==> config.mk <==
export PLATFORM = sky130hd
export DESIGN_NAME = serial_add_ctrl
export DESIGN_NICKNAME = d
export VERILOG_FILES = /design/src/rtl/serial_add_pkg.sv /design/src/rtl/adder_1bit.sv /design/src/rtl/serial_add_ctrl.sv
export SDC_FILE = /design/constraint.sdc
export NUM_CORES = 1
export LEC_CHECK = 0
export BUFFER_PORTS_ARGS = -buffer_cell sky130_fd_sc_hd__buf_4
export CELL_PAD_IN_SITES_DETAIL_PLACEMENT = 1
export CELL_PAD_IN_SITES_GLOBAL_PLACEMENT = 1
export CORE_MARGIN = 8
export CORE_UTILIZATION = 45
export DETAILED_ROUTE_END_ITERATION = 8
export GPL_TIMING_DRIVEN = 0
export PLACE_DENSITY = 0.78
export SLEW_MARGIN = 10
export SYNTH_ARGS = -nofsm -noshare
export SYNTH_HDL_FRONTEND = slang
export SYNTH_SLANG_ARGS = --single-unit
==> constraint.sdc <==
create_clock -name clk -period 4.2 [get_ports clk]
set_input_delay 0.21 -clock clk [delete_from_list [all_inputs] [get_ports clk]]
set_output_delay 0.21 -clock clk [all_outputs]
set_load 0.03 [all_outputs]
==> src/rtl/serial_add_pkg.sv <==
// Shared types for the bit-serial adder controller.
package serial_add_pkg;
   typedef enum logic [1:0] {IDLE, ADD, DONE} sa_state_t;
endpackage

==> src/rtl/adder_1bit.sv <==
// Single full-adder cell, reused once per bit by the serial controller.
module adder_1bit (
   input  logic a,
   input  logic b,
   input  logic cin,
   output logic s,
   output logic cout
);
   assign s    = a ^ b ^ cin;
   assign cout = (a & b) | (cin & (a ^ b));
endmodule

==> src/rtl/serial_add_ctrl.sv <==
// Bit-serial NUM_BITS adder: one full-adder cell walked LSB-first over NUM_BITS cycles,
// result and carry presented with a one-cycle done pulse.
module serial_add_ctrl
   import serial_add_pkg::*;
#(
   parameter int NUM_BITS = 8
) (
   input  logic                clk,
   input  logic                n_rst,
   input  logic                start,
   input  logic [NUM_BITS-1:0] a,
   input  logic [NUM_BITS-1:0] b,
   input  logic                carry_in,
   output logic                busy,
   output logic                done,
   output logic [NUM_BITS-1:0] sum,
   output logic                carry_out
);
   localparam int CW = $clog2(NUM_BITS);
   localparam logic [CW-1:0] LAST = CW'(NUM_BITS - 1);

   sa_state_t           state;
   logic [NUM_BITS-1:0] a_sr, b_sr, s_sr;
   logic                c_reg;
   logic [CW-1:0]       cnt;
   logic                sum_bit, cout;
   logic                accept;

   adder_1bit u_bit_add (
      .a    (a_sr[0]),
      .b    (b_sr[0]),
      .cin  (c_reg),
      .s    (sum_bit),
      .cout (cout)
   );

   assign accept = start && (state == IDLE || state == DONE);

   always_ff @(posedge clk or negedge n_rst) begin
      if (!n_rst) begin
         state     <= IDLE;
         busy      <= 1'b0;
         done      <= 1'b0;
         sum       <= '0;
         carry_out <= 1'b0;
         a_sr      <= '0;
         b_sr      <= '0;
         s_sr      <= '0;
         c_reg     <= 1'b0;
         cnt       <= '0;
      end else begin
         case (state)
            ADD: begin
               a_sr  <= a_sr >> 1;
               b_sr  <= b_sr >> 1;
               s_sr  <= {sum_bit, s_sr[NUM_BITS-1:1]};
               c_reg <= cout;
               cnt   <= cnt + 1'b1;
               if (cnt == LAST) begin
                  sum       <= {sum_bit, s_sr[NUM_BITS-1:1]};
                  carry_out <= cout;
                  state     <= DONE;
                  busy      <= 1'b0;
                  done      <= 1'b1;
               end
            end
            default: begin
               // IDLE and DONE both accept a new request; DONE falls back to IDLE otherwise
               done <= 1'b0;
               if (accept) begin
                  a_sr  <= a;
                  b_sr  <= b;
                  c_reg <= carry_in;
                  cnt   <= '0;
                  state <= ADD;
                  busy  <= 1'b1;
               end else begin
                  state <= IDLE;
               end
            end
         endcase
      end
   end

   always_ff @(posedge clk) begin
      if (n_rst && accept)
         assert (!$isunknown({a, b, carry_in}))
            else $error("serial_add_ctrl: unknown operand at accepted start");
   end
endmodule
==> flow_summary.json, run 1 <==
{
  "cp_common_cell": "ha_1",
  "crit_start": "cnt[0]",
  "synthToLayoutAreaGrowth_pct": 22.6,
  "clkLatencyLatePin_ns": 0.30,
  "fin_area_um2": 2330,
  "grt_pass1_wl_um": 8090,
  "grt_max_degree": 40,
  "via_per_inst": 5.45,
  "syn_inst": 166,
  "die_h_um": 81.1,
  "reg_top3": "a_sr x8, b_sr x8, sum x8",
  "hold-path-cell-count": 3,
  "path_buf_inv": 0,
  "post_drt_wl_per_cell_um": 18.9,
  "p_leak_nw": 1.08,
  "hold_viol": 0,
  "crit_arrival_ns": 1.68,
  "critPathTopFamily": "adder cells",
  "setup.worst_path.start_class": "flip-flop",
  "fp.dieW_um": 81.1,
  "synth_nets": 189,
  "routabilityCongestion": 0.772,
  "slew_viol_final": 0,
  "cts_tree": "yes",
  "core-area_um2": 4030,
  "yosys.cell_types.count": 25,
  "timing.fmax_ghz": 0.667,
  "r2r_slack_ns": 2.70,
  "fp-row-count": 23,
  "worstSetupPathDepth": 4,
  "crit_required_ns": 4.39,
  "cp_slowest_cell": "dfrtp_1",
  "powerDensity_nw_per_um2": 799,
  "dp_hpwl_um": 3300,
  "numCtsBuffers": 5,
  "clk_pin_slew_ns": 0.08,
  "grt_use_total_pct": 16.2,
  "rsz0062_at_grt": "false",
  "critPathMaxFanout": 10,
  "numClockSinks": 39,
  "drc": 0,
  "worst_clock_skew_ns": 0.00480,
  "yosysSeqAreaShare_pct": 51.2,
  "antenna_left": 0,
  "finalSetupViolCount": 0,
  "crit_end": "carry_out",
  "maxSlewHeadroom_pct": 66.3,
  "drtIter0Drc": 41,
  "gr-total-overflow": 0,
  "yosys_warnings": 0,
  "cp-end-kind": "flip-flop",
  "period_share_pct": 35.7,
  "routed_wirelength_um": 4820,
  "ios": 31,
  "cap_violations": 0,
  "max_stage_delay_ns": 0.41,
  "clockBufferDepth": 2,
  "holdCritPathClass": "in -> reg",
  "ctsRootBufferMaster": "clkbuf_8",
  "drive_gt1_share_pct": 29.3,
  "fin_nets": 227,
  "path_cells": "ha_1, ha_1, nand2_8, mux2_4",
  "tightest_slew_ns": 0.505,
  "synth-seq-cells": 39,
  "finalCriticalPeriod_ns": 1.50,
  "htreeDepth": 2,
  "initial_core_util_pct": 47.3,
  "ir_drop_mv": 0.331,
  "r2r_cells": 4,
  "synth_area_per_cell_um2": 11.5,
  "crit_type": "reg -> reg",
  "antenna_cells": 0,
  "fp.dieArea_um2": 6570,
  "grt_pass1_vias": 1584,
  "finalSetupTns_ns": 0,
  "antenna_found_initial": 0,
  "postPlaceCellArea_um2": 2190,
  "r2r_end": "carry_out",
  "port_buffers": 30,
  "dr_total_vias": 1390,
  "dr.pass1.iters": 4,
  "netlist_area_um2": 1900,
  "r2r_start": "cnt[0]",
  "status": "finished clean"
}
-- worst reg2reg max path, stage by stage (launching register included) --
cell	delay, ns
dfrtp_1	0.41
ha_1	0.22
ha_1	0.28
nand2_8	0.16
mux2_4	0.32
-- cell families after synthesis --
| logic type | after synthesis | share of synthesized area, % |
|---|---|---|
| simple gates | 49 | 13.7 |
| flops | 39 | 51.2 |
| compound gates | 36 | 11.8 |
| mux | 26 | 16.4 |
| buf+inv | 13 | 4.60 |
| fa+ha+maj | 3 | 2.37 |
-- worst min-delay path by stage --
| stage | from | end |
|---|---|---|
| final | b[7] | b_sr[7] |
| after global routing | b[7] | b_sr[7] |
| after CTS | b[7] | b_sr[7] |
| after detailed placement | n_rst | sum[0] |
| after floorplan | n_rst | a_sr[0] |
| after global placement | n_rst | s_sr[1] |
-- cells in the mapped netlist --
library cell | n | area share (%)
dfrtp_1 | 39 | 51
nand2_1 | 23 | 4.5
a21oi_1 | 15 | 3.9
mux2i_1 | 15 | 7.9
nor2b_1 | 15 | 4.9
a211oi_1 | 14 | 5.5
mux2_4 | 10 | 7.9
buf_2 | 4 | 1.1
o21ai_0 | 4 | 1.1
buf_4 | 3 | 1.2
buf_6 | 3 | 1.8
nand3_1 | 3 | 0.79
nor2_1 | 3 | 0.59
a22o_1 | 2 | 0.92
ha_1 | 2 | 1.3
inv_1 | 2 | 0.39
clkbuf_1 | 1 | 0.20
fa_1 | 1 | 1.1
mux2_1 | 1 | 0.59
nand2_8 | 1 | 1.1
nand2b_1 | 1 | 0.33
nand2b_4 | 1 | 0.72
nor2b_2 | 1 | 0.46
nor3_1 | 1 | 0.26
o22ai_1 | 1 | 0.33
-- repair_timing --
item	CTS	global route
gates resized for setup	0	0
setup buffers	0	0
endpoints found under the hold margin	39	0
endpoints found under the setup margin	0	0
hold buffers	1	0
-- placed cells by master, fill, tap and decap left out, drive strengths merged --
cell / synthesis / final
bufinv: 0 / 2
buf: 10 / 40
a21oi: 15 / 15
o21ai: 4 / 4
ha: 2 / 2
nor2: 3 / 3
a211oi: 14 / 14
nand2: 24 / 24
mux2i: 15 / 15
nand2b: 2 / 2
fa: 1 / 1
o22ai: 1 / 1
dfrtp: 39 / 39
nand3: 3 / 3
a22o: 2 / 2
mux2: 11 / 11
nor2b: 16 / 16
dlygate4sd3: 0 / 1
inv: 2 / 2
clkbuf: 1 / 7
nor3: 1 / 1
-- final cells by class --
| type | instances | area [um2] |
|---|---|---|
| clock inverters | 2 | 60.1 |
| well taps | 50 | 62.6 |
| multi-input cells | 114 | 841 |
| inverters | 2 | 7.51 |
| plain buffers | 11 | 80.1 |
| flip-flops and latches | 39 | 976 |
| fillers | 445 | 1690 |
| repair buffers | 31 | 235 |
| clock buffers | 6 | 72.6 |
-- through the flow --
step                util [%]  hold WS, ns  worst slack, ns  power (mW)  cells
global placement        54.4        0.207             2.75        1.43    246
finish                  58.0        0.149             2.70        1.87    255
detailed placement      54.4        0.212             2.72        1.49    246
floorplan                  -      -0.0856             2.79        1.23    166
global route            58.0        0.155             2.66        2.00    255
CTS                     58.0        0.156             2.69        1.88    255
-- power by group --
part	total, mW	leakage, nW	internal [mW]	switching, mW
Clock	0.375	0.0654	0.238	0.138
Sequential	0.696	0.473	0.556	0.140
Combinational	0.795	0.540	0.369	0.426
-- routing by layer --
layer | share of wire [%] | up-vias | GRT usage, %
li1 | - | 654 | -
met1 | 43 | 696 | 20.5
met2 | 51 | 31 | 25.9
met3 | 4.7 | 9 | 3.53
met4 | 2.1 | 0 | 7.50
met5 | 0 | - | 0
Note: power is estimated with default switching activity, not from simulation.
==> run 2, diff against run 1 <==
Settings changed: CORE_UTILIZATION 45 to 40, PLACE_DENSITY 0.78 to 0.73.
Clock period 4.2 ns to 1.2 ns, I/O delays scaled along.
==> run 2 against run 1 <==
  * The run now ends with setup timing left
  * Via count grew 3.2%
  * Combinational power grew to 4.1 times the previous value
  * Critical path depth is the same
  * Sequential cell count is the same
  * Core utilization shrank 3.7 points
  * Clock power grew to 2.6 times the previous value
  * Design area grew 8.2%
  * Largest cell class unchanged
  * Maximum frequency grew 8.8%
  * Non-clock buffer count grew 13
  * Sequential power grew to 3.5 times the previous value
==> flow_summary.json, run 2 (synthesis gave the netlist of run 1 again) <==
{
  "status": "complete, but fails checks",
  "violations": "setup timing",
  "layout_commonest_cell": "buf_4",
  "slew_viol_final": 0,
  "hold_viol": 0,
  "grt_use_total_pct": 13.7,
  "tightest_slew_ns": 0.505,
  "crit_required_ns": 1.37,
  "dp_slack_ns": -0.184,
  "antenna_left": 0,
  "fin_cells": 273,
  "nFillCells": 501,
  "fp.dieArea_um2": 7230,
  "cp_common_cell": "ha_4",
  "critPathMaxFanout": 2,
  "period_share_pct": 115,
  "dr.pass1.iters": 4,
  "antenna_cells": 0,
  "die_h_um": 85,
  "max_stage_delay_ns": 0.41,
  "fin_ws_ns": -0.177,
  "crit_type": "reg -> reg",
  "antenna_found_initial": 0,
  "met2_usage_pct": 22.9,
  "critPathTopFamily": "flip-flops",
  "finalSetupViolCount": 11,
  "grt_max_degree": 40,
  "dp_hpwl_um": 3260,
  "met3_usage_pct": 4.34,
  "maxSlewHeadroom_pct": 66.3,
  "powerDensity_nw_per_um2": 2620,
  "path_cells": "ha_4, ha_4, mux2_4, a22o_1",
  "setup.worst_path.start_class": "flip-flop",
  "numClockSinks": 39,
  "grt_pass1_vias": 1678,
  "post_drt_wl_per_cell_um": 17.5,
  "holdCritPathClass": "in -> reg",
  "dr_total_vias": 1434,
  "routabilityCongestion": 0.746,
  "most-common-layout-cells": "buf_4, dfrtp_1, nand2_1",
  "reg_top3": "a_sr x8, b_sr x8, sum x8",
  "ctsRootBufferMaster": "clkbuf_8",
  "grt_pass1_wl_um": 8090,
  "drtIter0Drc": 59,
  "cp_slowest_cell": "dfrtp_1",
  "port_buffers": 30,
  "clkLatencyLatePin_ns": 0.29,
  "htreeDepth": 2,
  "fp-row-count": 25,
  "cp-end-kind": "flip-flop",
  "cts_tree": "yes",
  "final_util_pct": 54.2,
  "clk_pin_slew_ns": 0.08,
  "numCtsBuffers": 5,
  "cap_violations": 0,
  "fin_nets": 241,
  "worst_clock_skew_ns": 0.00741,
  "ir_drop_mv": 0.841,
  "dp_cells": 250,
  "drive_gt1_share_pct": 39.7,
  "synthToLayoutAreaGrowth_pct": 32.7,
  "path_buf_inv": 0,
  "finalCriticalPeriod_ns": 1.38,
  "initial_core_util_pct": 40.9,
  "p_leak_nw": 1.15,
  "core-area_um2": 4660,
  "clockBufferDepth": 2,
  "use_met1_pct": 16.5,
  "ios": 31,
  "gr-total-overflow": 0,
  "fp.dieW_um": 85,
  "timing.fmax_ghz": 0.726,
  "crit_arrival_ns": 1.55,
  "via_per_inst": 5.25,
  "drc": 0,
  "top_usage_layer": "met2",
  "rsz0062_at_grt": "true",
  "routed_wirelength_um": 4780
}
## run 2: changes by cell type in the layout (fill, tap and decap cells not counted), moves of 2 or more
cell,change
buf_4,+12
a211oi_2,+7
a211oi_1,-7
o21ai_0,-2
ha_4,+2
buf_2,-3
clkbuf_8,+2
bufinv_16,-2
o21ai_1,+2
ha_1,-2
## run 2: worst paths after layout
path	startpoint	end	slack, ns	depth (start not counted)
worst max-delay path	cnt[0]	cnt[2]	-0.18	4
worst min-delay path	a[2]	a_sr[2]	0.05	3
worst max register to register	cnt[0]	cnt[2]	-0.18	4
worst min register to register	s_sr[1]	s_sr[1]	0.49	2
max in group asynchronous	n_rst	state[1]	0.55	2
min in group asynchronous	n_rst	s_sr[1]	0.28	2
## run 2: routing by layer
layer / part of all wire [%] / wire length (um) / vias up
met1: 46 / 2170 / 721
met4: 0.48 / 23 / 0
li1: - / - / 679
met5: 0 / 0 / -
met2: 49 / 2360 / 32
met3: 4.6 / 221 / 2
## run 2: worst reg2reg max path, stage by stage (launching register included)
cell and delay (ns):
dfrtp_1 0.41, ha_4 0.18, ha_4 0.20, mux2_4 0.26, a22o_1 0.22
## run 2: metrics by stage
step / setup TNS, ns / cell area [um2] / power [mW] / hold WS [ns]
after floorplan: -0.722 / 1920 / 4.34 / -0.236
after global placement: -1.23 / 2210 / 5.03 / 0.0646
after detailed placement: -2.06 / 2210 / 5.25 / 0.0677
after CTS: -1.22 / 2400 / 6.47 / 0.0127
after global routing: -1.49 / 2530 / 7.11 / 0.0579
final: -1.17 / 2530 / 6.63 / 0.0452
## run 2: final cells by class
type                       instances  area (um2)  area share [%]
sequential                        39         977            38.7
multi-input combinational        115         930            36.8
timing repair buffer              44         335            13.3
buffer                            11         109            4.31
clock buffer                       8         100            3.96
tap                               54        67.6            2.67
inverter                           2        7.51           0.297
## run 2: power breakdown
| part | total (mW) | switching, mW | internal (mW) | leakage, nW |
|---|---|---|---|---|
| clock network | 0.969 | 0.444 | 0.525 | 0.0515 |
| logic | 3.23 | 1.61 | 1.62 | 0.627 |
| registers | 2.42 | 0.477 | 1.95 | 0.471 |
| total | 6.63 | 2.53 | 4.09 | 1.15 |
## run 2: repair_timing
item                                    4_1_cts  5_1_grt
pin swaps                                     4        2
hold buffers                                  2        0
setup buffers                                 5        7
endpoints found under the hold margin        40        0
gates cloned                                  1        0
resized for setup                             4       21
endpoints found under the setup margin       21       33
